`config.mk`:
```
export PLATFORM = sky130hd
export DESIGN_NAME = run_monitor_flat
export DESIGN_NICKNAME = d
export VERILOG_FILES = /design/src/rtl/run_monitor_if.sv /design/src/rtl/run_monitor.sv /design/src/flat_wrapper.sv
export SDC_FILE = /design/constraint.sdc
export NUM_CORES = 1
export LEC_CHECK = 0
export CAP_MARGIN = 15
export CORE_ASPECT_RATIO = 1.75
export CORE_MARGIN = 1.5
export CORE_UTILIZATION = 45
export DETAILED_ROUTE_END_ITERATION = 6
export PLACE_DENSITY_LB_ADDON = 0.25
export SLEW_MARGIN = 30
export SYNTH_ARGS = -nofsm -noshare
export SYNTH_HDL_FRONTEND = slang
export SYNTH_SLANG_ARGS = --single-unit
export TNS_END_PERCENT = 50
```
`constraint.sdc`:
```
create_clock -name MON_Clk_In -period 2.89 [get_ports MON_Clk_In]
set_input_delay 0.578 -clock MON_Clk_In [delete_from_list [all_inputs] [get_ports MON_Clk_In]]
set_output_delay 0.578 -clock MON_Clk_In [all_outputs]
set_load 0.1 [all_outputs]
```
`src/rtl/run_monitor_if.sv`:
```
// run_monitor_if: control, snoop and result signals between a run_monitor and its user.
// Parameters: DATAWIDTH (watched value width), CNT_WIDTH (counter and limit width).
// master: drives start/limit/watch and the memory handshake snoops, reads status and counters.
// slave:  the monitor side.
interface run_monitor_if #(
    parameter int DATAWIDTH = 32,
    parameter int CNT_WIDTH = 32
);
    logic                 MON_Start_In;
    logic [CNT_WIDTH-1:0] MON_Limit_InBUS;
    logic [DATAWIDTH-1:0] MON_Watch_InBUS;
    logic                 MON_Insmem_Ready_In;
    logic                 MON_Insmem_Valid_In;
    logic                 MON_Datamem_Rd_Ready_In;
    logic                 MON_Datamem_Rd_Valid_In;
    logic                 MON_Datamem_Wr_Valid_In;
    logic                 MON_Datamem_Wr_Ready_In;
    logic                 MON_Busy_Out;
    logic                 MON_Done_Out;
    logic                 MON_Pass_Out;
    logic                 MON_Timeout_Out;
    logic [CNT_WIDTH-1:0] MON_Cycles_OutBUS;
    logic [CNT_WIDTH-1:0] MON_Fetches_OutBUS;
    logic [CNT_WIDTH-1:0] MON_Loads_OutBUS;
    logic [CNT_WIDTH-1:0] MON_Stores_OutBUS;
    logic [CNT_WIDTH-1:0] MON_Stalls_OutBUS;
    modport master (
        output MON_Start_In, MON_Limit_InBUS, MON_Watch_InBUS,
               MON_Insmem_Ready_In, MON_Insmem_Valid_In,
               MON_Datamem_Rd_Ready_In, MON_Datamem_Rd_Valid_In,
               MON_Datamem_Wr_Valid_In, MON_Datamem_Wr_Ready_In,
        input  MON_Busy_Out, MON_Done_Out, MON_Pass_Out, MON_Timeout_Out,
               MON_Cycles_OutBUS, MON_Fetches_OutBUS, MON_Loads_OutBUS,
               MON_Stores_OutBUS, MON_Stalls_OutBUS
    );
    modport slave (
        input  MON_Start_In, MON_Limit_InBUS, MON_Watch_InBUS,
               MON_Insmem_Ready_In, MON_Insmem_Valid_In,
               MON_Datamem_Rd_Ready_In, MON_Datamem_Rd_Valid_In,
               MON_Datamem_Wr_Valid_In, MON_Datamem_Wr_Ready_In,
        output MON_Busy_Out, MON_Done_Out, MON_Pass_Out, MON_Timeout_Out,
               MON_Cycles_OutBUS, MON_Fetches_OutBUS, MON_Loads_OutBUS,
               MON_Stores_OutBUS, MON_Stalls_OutBUS
    );
endinterface

```
`src/rtl/run_monitor.sv`:
```
// run_monitor: end-of-run signature detector, cycle watchdog and saturating memory-event counters.
// Ports: MON_Clk_In    clock, rising edge
//        MON_Reset_In  synchronous active-low reset
//        bus           run_monitor_if slave: start/limit/watch and passive memory handshake snoops in;
//                      busy/done/pass/timeout status and cycle/fetch/load/store/stall counters out.
module run_monitor #(
    parameter int                   DATAWIDTH     = 32,
    parameter int                   CNT_WIDTH     = 32,
    parameter int                   CYCLE_LIMIT   = 5000,
    parameter logic [DATAWIDTH-1:0] END_SIGNATURE = '1
) (
    input logic          MON_Clk_In,
    input logic          MON_Reset_In,
    run_monitor_if.slave bus
);
    // A default limit too large for the counters is clamped to all-ones so it still times out.
    localparam longint LIM_MAX = (longint'(1) << CNT_WIDTH) - 1;
    localparam logic [CNT_WIDTH-1:0] DEF_LIMIT =
        CNT_WIDTH'((longint'(CYCLE_LIMIT) > LIM_MAX) ? LIM_MAX : longint'(CYCLE_LIMIT));

    typedef enum logic [1:0] {S_IDLE, S_RUN, S_PASS, S_TIMEOUT} state_t;

    state_t               r_state, w_next;
    logic                 w_start;
    logic                 r_done;
    logic [CNT_WIDTH-1:0] r_limit, r_cycles, r_fetches, r_loads, r_stores, r_stalls;
    logic                 w_fetch, w_load, w_store, w_stall;

    function automatic logic [CNT_WIDTH-1:0] sat_inc(input logic [CNT_WIDTH-1:0] v, input logic e);
        return (e && v != '1) ? v + 1'b1 : v;
    endfunction

    assign w_fetch = bus.MON_Insmem_Ready_In & bus.MON_Insmem_Valid_In;
    assign w_stall = bus.MON_Insmem_Ready_In & ~bus.MON_Insmem_Valid_In;
    assign w_load  = bus.MON_Datamem_Rd_Ready_In & bus.MON_Datamem_Rd_Valid_In;
    assign w_store = bus.MON_Datamem_Wr_Valid_In & bus.MON_Datamem_Wr_Ready_In;

    // The signature check comes first so a match on the final allowed cycle ends as PASS.
    always_comb begin
        w_next  = r_state;
        w_start = 1'b0;
        if (r_state == S_RUN) begin
            if (bus.MON_Watch_InBUS == END_SIGNATURE)
                w_next = S_PASS;
            else if (r_cycles == r_limit - 1'b1)
                w_next = S_TIMEOUT;
        end else if (bus.MON_Start_In) begin
            w_next  = S_RUN;
            w_start = 1'b1;
        end
    end

    always_ff @(posedge MON_Clk_In) begin
        if (!MON_Reset_In)
            r_state <= S_IDLE;
        else
            r_state <= w_next;
    end

    always_ff @(posedge MON_Clk_In) begin
        if (!MON_Reset_In) begin
            r_done    <= 1'b0;
            r_limit   <= DEF_LIMIT;
            r_cycles  <= '0;
            r_fetches <= '0;
            r_loads   <= '0;
            r_stores  <= '0;
            r_stalls  <= '0;
        end else begin
            r_done <= (r_state == S_RUN) && (w_next != S_RUN);
            if (w_start) begin
                r_limit   <= (bus.MON_Limit_InBUS == '0) ? DEF_LIMIT : bus.MON_Limit_InBUS;
                r_cycles  <= '0;
                r_fetches <= '0;
                r_loads   <= '0;
                r_stores  <= '0;
                r_stalls  <= '0;
            end else if (r_state == S_RUN) begin
                r_cycles  <= sat_inc(r_cycles, 1'b1);
                r_fetches <= sat_inc(r_fetches, w_fetch);
                r_loads   <= sat_inc(r_loads, w_load);
                r_stores  <= sat_inc(r_stores, w_store);
                r_stalls  <= sat_inc(r_stalls, w_stall);
            end
        end
    end

    assign bus.MON_Busy_Out       = (r_state == S_RUN);
    assign bus.MON_Pass_Out       = (r_state == S_PASS);
    assign bus.MON_Timeout_Out    = (r_state == S_TIMEOUT);
    assign bus.MON_Done_Out       = r_done;
    assign bus.MON_Cycles_OutBUS  = r_cycles;
    assign bus.MON_Fetches_OutBUS = r_fetches;
    assign bus.MON_Loads_OutBUS   = r_loads;
    assign bus.MON_Stores_OutBUS  = r_stores;
    assign bus.MON_Stalls_OutBUS  = r_stalls;
endmodule

```
`src/flat_wrapper.sv`:
```
// flat-port wrapper written by rule: the top's interface ports become plain ports
module run_monitor_flat 
#(
    parameter int                   DATAWIDTH     = 32,
    parameter int                   CNT_WIDTH     = 32,
    parameter int                   CYCLE_LIMIT   = 5000,
    parameter logic [DATAWIDTH-1:0] END_SIGNATURE = '1
)
  (MON_Clk_In, MON_Reset_In, bus_MON_Start_In, bus_MON_Limit_InBUS, bus_MON_Watch_InBUS, bus_MON_Insmem_Ready_In, bus_MON_Insmem_Valid_In, bus_MON_Datamem_Rd_Ready_In, bus_MON_Datamem_Rd_Valid_In, bus_MON_Datamem_Wr_Valid_In, bus_MON_Datamem_Wr_Ready_In, bus_MON_Busy_Out, bus_MON_Done_Out, bus_MON_Pass_Out, bus_MON_Timeout_Out, bus_MON_Cycles_OutBUS, bus_MON_Fetches_OutBUS, bus_MON_Loads_OutBUS, bus_MON_Stores_OutBUS, bus_MON_Stalls_OutBUS);
  run_monitor_if #(.DATAWIDTH(DATAWIDTH), .CNT_WIDTH(CNT_WIDTH)) bus_i ();
  input logic MON_Clk_In;
  input logic MON_Reset_In;
  input wire logic [$bits(bus_i.MON_Start_In)-1:0] bus_MON_Start_In;
  input wire logic [$bits(bus_i.MON_Limit_InBUS)-1:0] bus_MON_Limit_InBUS;
  input wire logic [$bits(bus_i.MON_Watch_InBUS)-1:0] bus_MON_Watch_InBUS;
  input wire logic [$bits(bus_i.MON_Insmem_Ready_In)-1:0] bus_MON_Insmem_Ready_In;
  input wire logic [$bits(bus_i.MON_Insmem_Valid_In)-1:0] bus_MON_Insmem_Valid_In;
  input wire logic [$bits(bus_i.MON_Datamem_Rd_Ready_In)-1:0] bus_MON_Datamem_Rd_Ready_In;
  input wire logic [$bits(bus_i.MON_Datamem_Rd_Valid_In)-1:0] bus_MON_Datamem_Rd_Valid_In;
  input wire logic [$bits(bus_i.MON_Datamem_Wr_Valid_In)-1:0] bus_MON_Datamem_Wr_Valid_In;
  input wire logic [$bits(bus_i.MON_Datamem_Wr_Ready_In)-1:0] bus_MON_Datamem_Wr_Ready_In;
  output wire logic [$bits(bus_i.MON_Busy_Out)-1:0] bus_MON_Busy_Out;
  output wire logic [$bits(bus_i.MON_Done_Out)-1:0] bus_MON_Done_Out;
  output wire logic [$bits(bus_i.MON_Pass_Out)-1:0] bus_MON_Pass_Out;
  output wire logic [$bits(bus_i.MON_Timeout_Out)-1:0] bus_MON_Timeout_Out;
  output wire logic [$bits(bus_i.MON_Cycles_OutBUS)-1:0] bus_MON_Cycles_OutBUS;
  output wire logic [$bits(bus_i.MON_Fetches_OutBUS)-1:0] bus_MON_Fetches_OutBUS;
  output wire logic [$bits(bus_i.MON_Loads_OutBUS)-1:0] bus_MON_Loads_OutBUS;
  output wire logic [$bits(bus_i.MON_Stores_OutBUS)-1:0] bus_MON_Stores_OutBUS;
  output wire logic [$bits(bus_i.MON_Stalls_OutBUS)-1:0] bus_MON_Stalls_OutBUS;
  assign bus_i.MON_Start_In = bus_MON_Start_In;
  assign bus_i.MON_Limit_InBUS = bus_MON_Limit_InBUS;
  assign bus_i.MON_Watch_InBUS = bus_MON_Watch_InBUS;
  assign bus_i.MON_Insmem_Ready_In = bus_MON_Insmem_Ready_In;
  assign bus_i.MON_Insmem_Valid_In = bus_MON_Insmem_Valid_In;
  assign bus_i.MON_Datamem_Rd_Ready_In = bus_MON_Datamem_Rd_Ready_In;
  assign bus_i.MON_Datamem_Rd_Valid_In = bus_MON_Datamem_Rd_Valid_In;
  assign bus_i.MON_Datamem_Wr_Valid_In = bus_MON_Datamem_Wr_Valid_In;
  assign bus_i.MON_Datamem_Wr_Ready_In = bus_MON_Datamem_Wr_Ready_In;
  assign bus_MON_Busy_Out = bus_i.MON_Busy_Out;
  assign bus_MON_Done_Out = bus_i.MON_Done_Out;
  assign bus_MON_Pass_Out = bus_i.MON_Pass_Out;
  assign bus_MON_Timeout_Out = bus_i.MON_Timeout_Out;
  assign bus_MON_Cycles_OutBUS = bus_i.MON_Cycles_OutBUS;
  assign bus_MON_Fetches_OutBUS = bus_i.MON_Fetches_OutBUS;
  assign bus_MON_Loads_OutBUS = bus_i.MON_Loads_OutBUS;
  assign bus_MON_Stores_OutBUS = bus_i.MON_Stores_OutBUS;
  assign bus_MON_Stalls_OutBUS = bus_i.MON_Stalls_OutBUS;
  run_monitor #(.DATAWIDTH(DATAWIDTH), .CNT_WIDTH(CNT_WIDTH), .CYCLE_LIMIT(CYCLE_LIMIT), .END_SIGNATURE(END_SIGNATURE)) u_core (.MON_Clk_In(MON_Clk_In), .MON_Reset_In(MON_Reset_In), .bus(bus_i));
endmodule
```
==> metrics.md <==
| Metric | Value |
|---|---|
| Fin crit period | 2.83 ns |
| Root Driver | clkbuf_16 |
| Grt ovf | 0 |
| Yosys warns | 0 |
| # rows | 71 |
| Area leader, netlist | dfxtp_1 |
| Post-synth EDFFs | 0 |
| Post-synth cell types | 69 |
| Die area | 22500 um^2 |
| Top cells by count, synth | dfxtp_1, nor2_1, xnor2_1 |
| Port Buffers | 236 |
| Initial antenna violation count | 0 |
| Mapped Area | 9710 um^2 |
| Setup Skew | 0.00739 ns |
| Slew margin rel. | 53.6% |
| H-tree levels | 4 |
| Fin Hold WS | 0.499 ns |
| Clock slew seen by the registers of the worst setup and hold paths | 0.07 ns |
| Via count | 9533 |
| Share of synthesized registers carrying an async set or reset | 0% |
| Met2 usage | 52.2% |
| Final core occ | 60.2% |
| PwrDens | 425 nW/um^2 |
| Most used flip-flop cell after synthesis | dfxtp_1 |
| Final setup margin | 0.0642 ns |
| Post-route DRC | 0 |
| Max Slew Vio Count | 0 |
| Layout cell share with drive strength beyond 1 | 20.6% |
| Final ANT Viol Nets | 0 |
| Starting DRC count in detailed routing | 420 |
| CP Class | register to register |
| Vias/cell | 5.66 |
| Initial Util | 45.6% |
| Grt peak-use layer | met2 |
| Outcome | completed |
| Global-route met1 utilization | 27.0% |
| Setup crit start kind | register |
| WP data required | 3.26 ns |
| Max-cap violations | 0 |
| HPWL Detailed | 23.1 mm |
| Syn Inst Count | 1158 |
| Clock buffer depth | 2 |
| Hold_buf cts | 0 |
| Crit path capture type | register |
| Area share of the largest cell type after synthesis | 40.2% |
| Final setup vio count | 0 |
| Post-Place Worst Slack | -0.0700 ns |
| Chip height | 197 um |
| Least-Margin Pin Slew | 0.695 ns |
| RSZ-0062 raised after global routing | yes |
| Count leader, synth | dfxtp_1 |
| Num Clock Sinks | 195 |
| Tot Pwr | 5.46 mW |
| Largest net degree at the start of global routing | 49 |
| P&R area growth vs syn | 32.2% |
| Core box area | 21300 um^2 |
| NumNets Final | 1496 |
| TritonCTS Buffers | 17 |
| Met3 usage | 5.65% |
| Leakage | 4.71 nW |
| Diodes inserted | 0 |
| Top cells by area, synth | dfxtp_1, xnor2_1, nor2_1, xor2_1, nand3_1 |
| Drt total wl | 30.1 mm |
| Worst skew pair latency | 0.45 ns |
| Sequential-to-total area share from yosys stat | 40.2% |
| Crit path max fanout | 6 |
| CTS tree | done |
| Number of global-route vias before repair | 9386 |
| Max Freq | 354 MHz |
| DRT Pass-1 Iters | 5 |
| Number of fill cells in the layout | 1973 |
| Mapped Avg Cell Area | 8.39 um^2 |
| Yosys reg bits | 195 |
| Peak VDD IR | 370 uV |
| Hold WC Path Type | register to register |
| WL per Instance | 17.9 um |
| Tot GR Track Use | 27.1% |
| Final Cycle Share | 97.8% |
| Die Wd | 114 um |
| CP arrival | 3.20 ns |
| Io pins | 237 |
| Synthesized Nets | 1237 |
| RePlAce Congestion | 0.945 |
| First-pass GRT wire length | 48.0 mm |
| Final hold vios | 0 |
registers in the layout (all words and copies together), names as in the netlist:
register / flops
u_core.bus.MON_Cycles_OutBUS: 32
u_core.bus.MON_Fetches_OutBUS: 32
u_core.bus.MON_Loads_OutBUS: 32
u_core.bus.MON_Stalls_OutBUS: 32
u_core.bus.MON_Stores_OutBUS: 32
u_core.r_limit: 32
u_core.r_state: 2
u_core.bus.MON_Done_Out: 1
repair_timing:
item / 4_1_cts / 5_1_grt
resized for setup: 4 / 8
gates cloned: 0 / 0
hold endpoints to repair: 0 / 0
setup endpoints to repair: 2 / 2
pin swaps: 5 / 8
setup buffers: 0 / 0
per-layer routing:
layer,wire (um),vias to the layer above
met5,0,-
met4,1300,0
met3,1290,69
met2,16600,241
met1,10900,4546
li1,-,4677
cell families (layout without fill, tap and decap cells):
family | Yosys count | after routing | share of synthesized area [%]
AO/OA/AOI/OAI | 165 | 165 | 11.2
XOR/XNOR | 157 | 157 | 14.2
adder cells (fa/ha/maj) | 6 | 6 | 0.773
buffers and inverters | 69 | 339 | 2.81
flip-flops | 195 | 195 | 40.2
multiplexers | 2 | 2 | 0.219
AND/OR/NAND/NOR | 564 | 564 | 30.7
placed cells by master, fill, tap and decap left out, types with 3 or more instances in the layout:
cell / n
and3_1: 25
clkdlybuf4s50_1: 72
o31ai_1: 5
or2_2: 4
buf_4: 212
buf_12: 3
nor2_1: 158
or4_4: 3
nand2_1: 73
inv_1: 21
dfxtp_1: 171
nor3b_1: 6
and2_1: 10
a22o_1: 26
nand3_1: 63
o211ai_1: 3
a21oi_2: 3
nor4b_1: 8
nand2b_1: 3
or3_1: 41
clkbuf_1: 3
o2111ai_1: 5
clkinv_2: 3
nand4_1: 47
and4_1: 29
o21ai_0: 46
ha_1: 6
nor4_1: 32
a21oi_1: 43
nor3_1: 33
o21a_1: 4
xor2_1: 65
clkbuf_16: 17
o22a_1: 5
xnor2_1: 92
or4_1: 6
nor4_2: 3
dfxtp_2: 24
cell type report:
type,instances,area (um^2),area share (%)
clock buffers,22,464,3.62
clock inverters,8,56.3,0.439
multi-input cells,894,5610,43.7
well taps,255,319,2.48
repair buffers,287,2370,18.5
inverters,22,82.6,0.643
flip-flops and latches,195,3930,30.6
power by group:
group	total, mW	switching [mW]	internal (mW)
Combinational	0.528	0.285	0.244
Sequential	2.76	0.0434	2.72
Clock	2.17	1.04	1.14
final timing paths:
kind / start / to / slack [ns] / cells past startpoint
worst max-delay path: u_core.r_limit[1]$_SDFFE_PN0P_ / u_core.r_state[1]$_SDFF_PN0_ / 0.06 / 7
worst min-delay path: u_core.bus.MON_Loads_OutBUS[1]$_SDFFE_PP0P_ / u_core.bus.MON_Loads_OutBUS[1]$_SDFFE_PP0P_ / 0.50 / 2
worst max register to register: u_core.r_limit[1]$_SDFFE_PN0P_ / u_core.r_state[1]$_SDFF_PN0_ / 0.06 / 7
worst min register to register: u_core.bus.MON_Loads_OutBUS[1]$_SDFFE_PP0P_ / u_core.bus.MON_Loads_OutBUS[1]$_SDFFE_PP0P_ / 0.50 / 2
worst max-delay path, stage by stage, from the launching register on:
cell     delay [ns]
dfxtp_2        0.33
or4_4          0.53
or3_4          0.39
or4_4          0.53
a21oi_2        0.14
o22ai_2        0.09
or4_4          0.56
a31oi_1        0.18
through the flow:
step / cells / TNS, ns / cell area [um^2]
2_1_floorplan: 1158 / -0.220 / 9760
3_3_place_gp: 1653 / -0.0294 / 12300
3_5_place_dp: 1653 / -0.0846 / 12300
4_1_cts: 1683 / -0.0155 / 12800
5_1_grt: 1683 / -0.0128 / 12800
6_report: 1683 / 0 / 12800
Power figures use the tool's default switching activity.
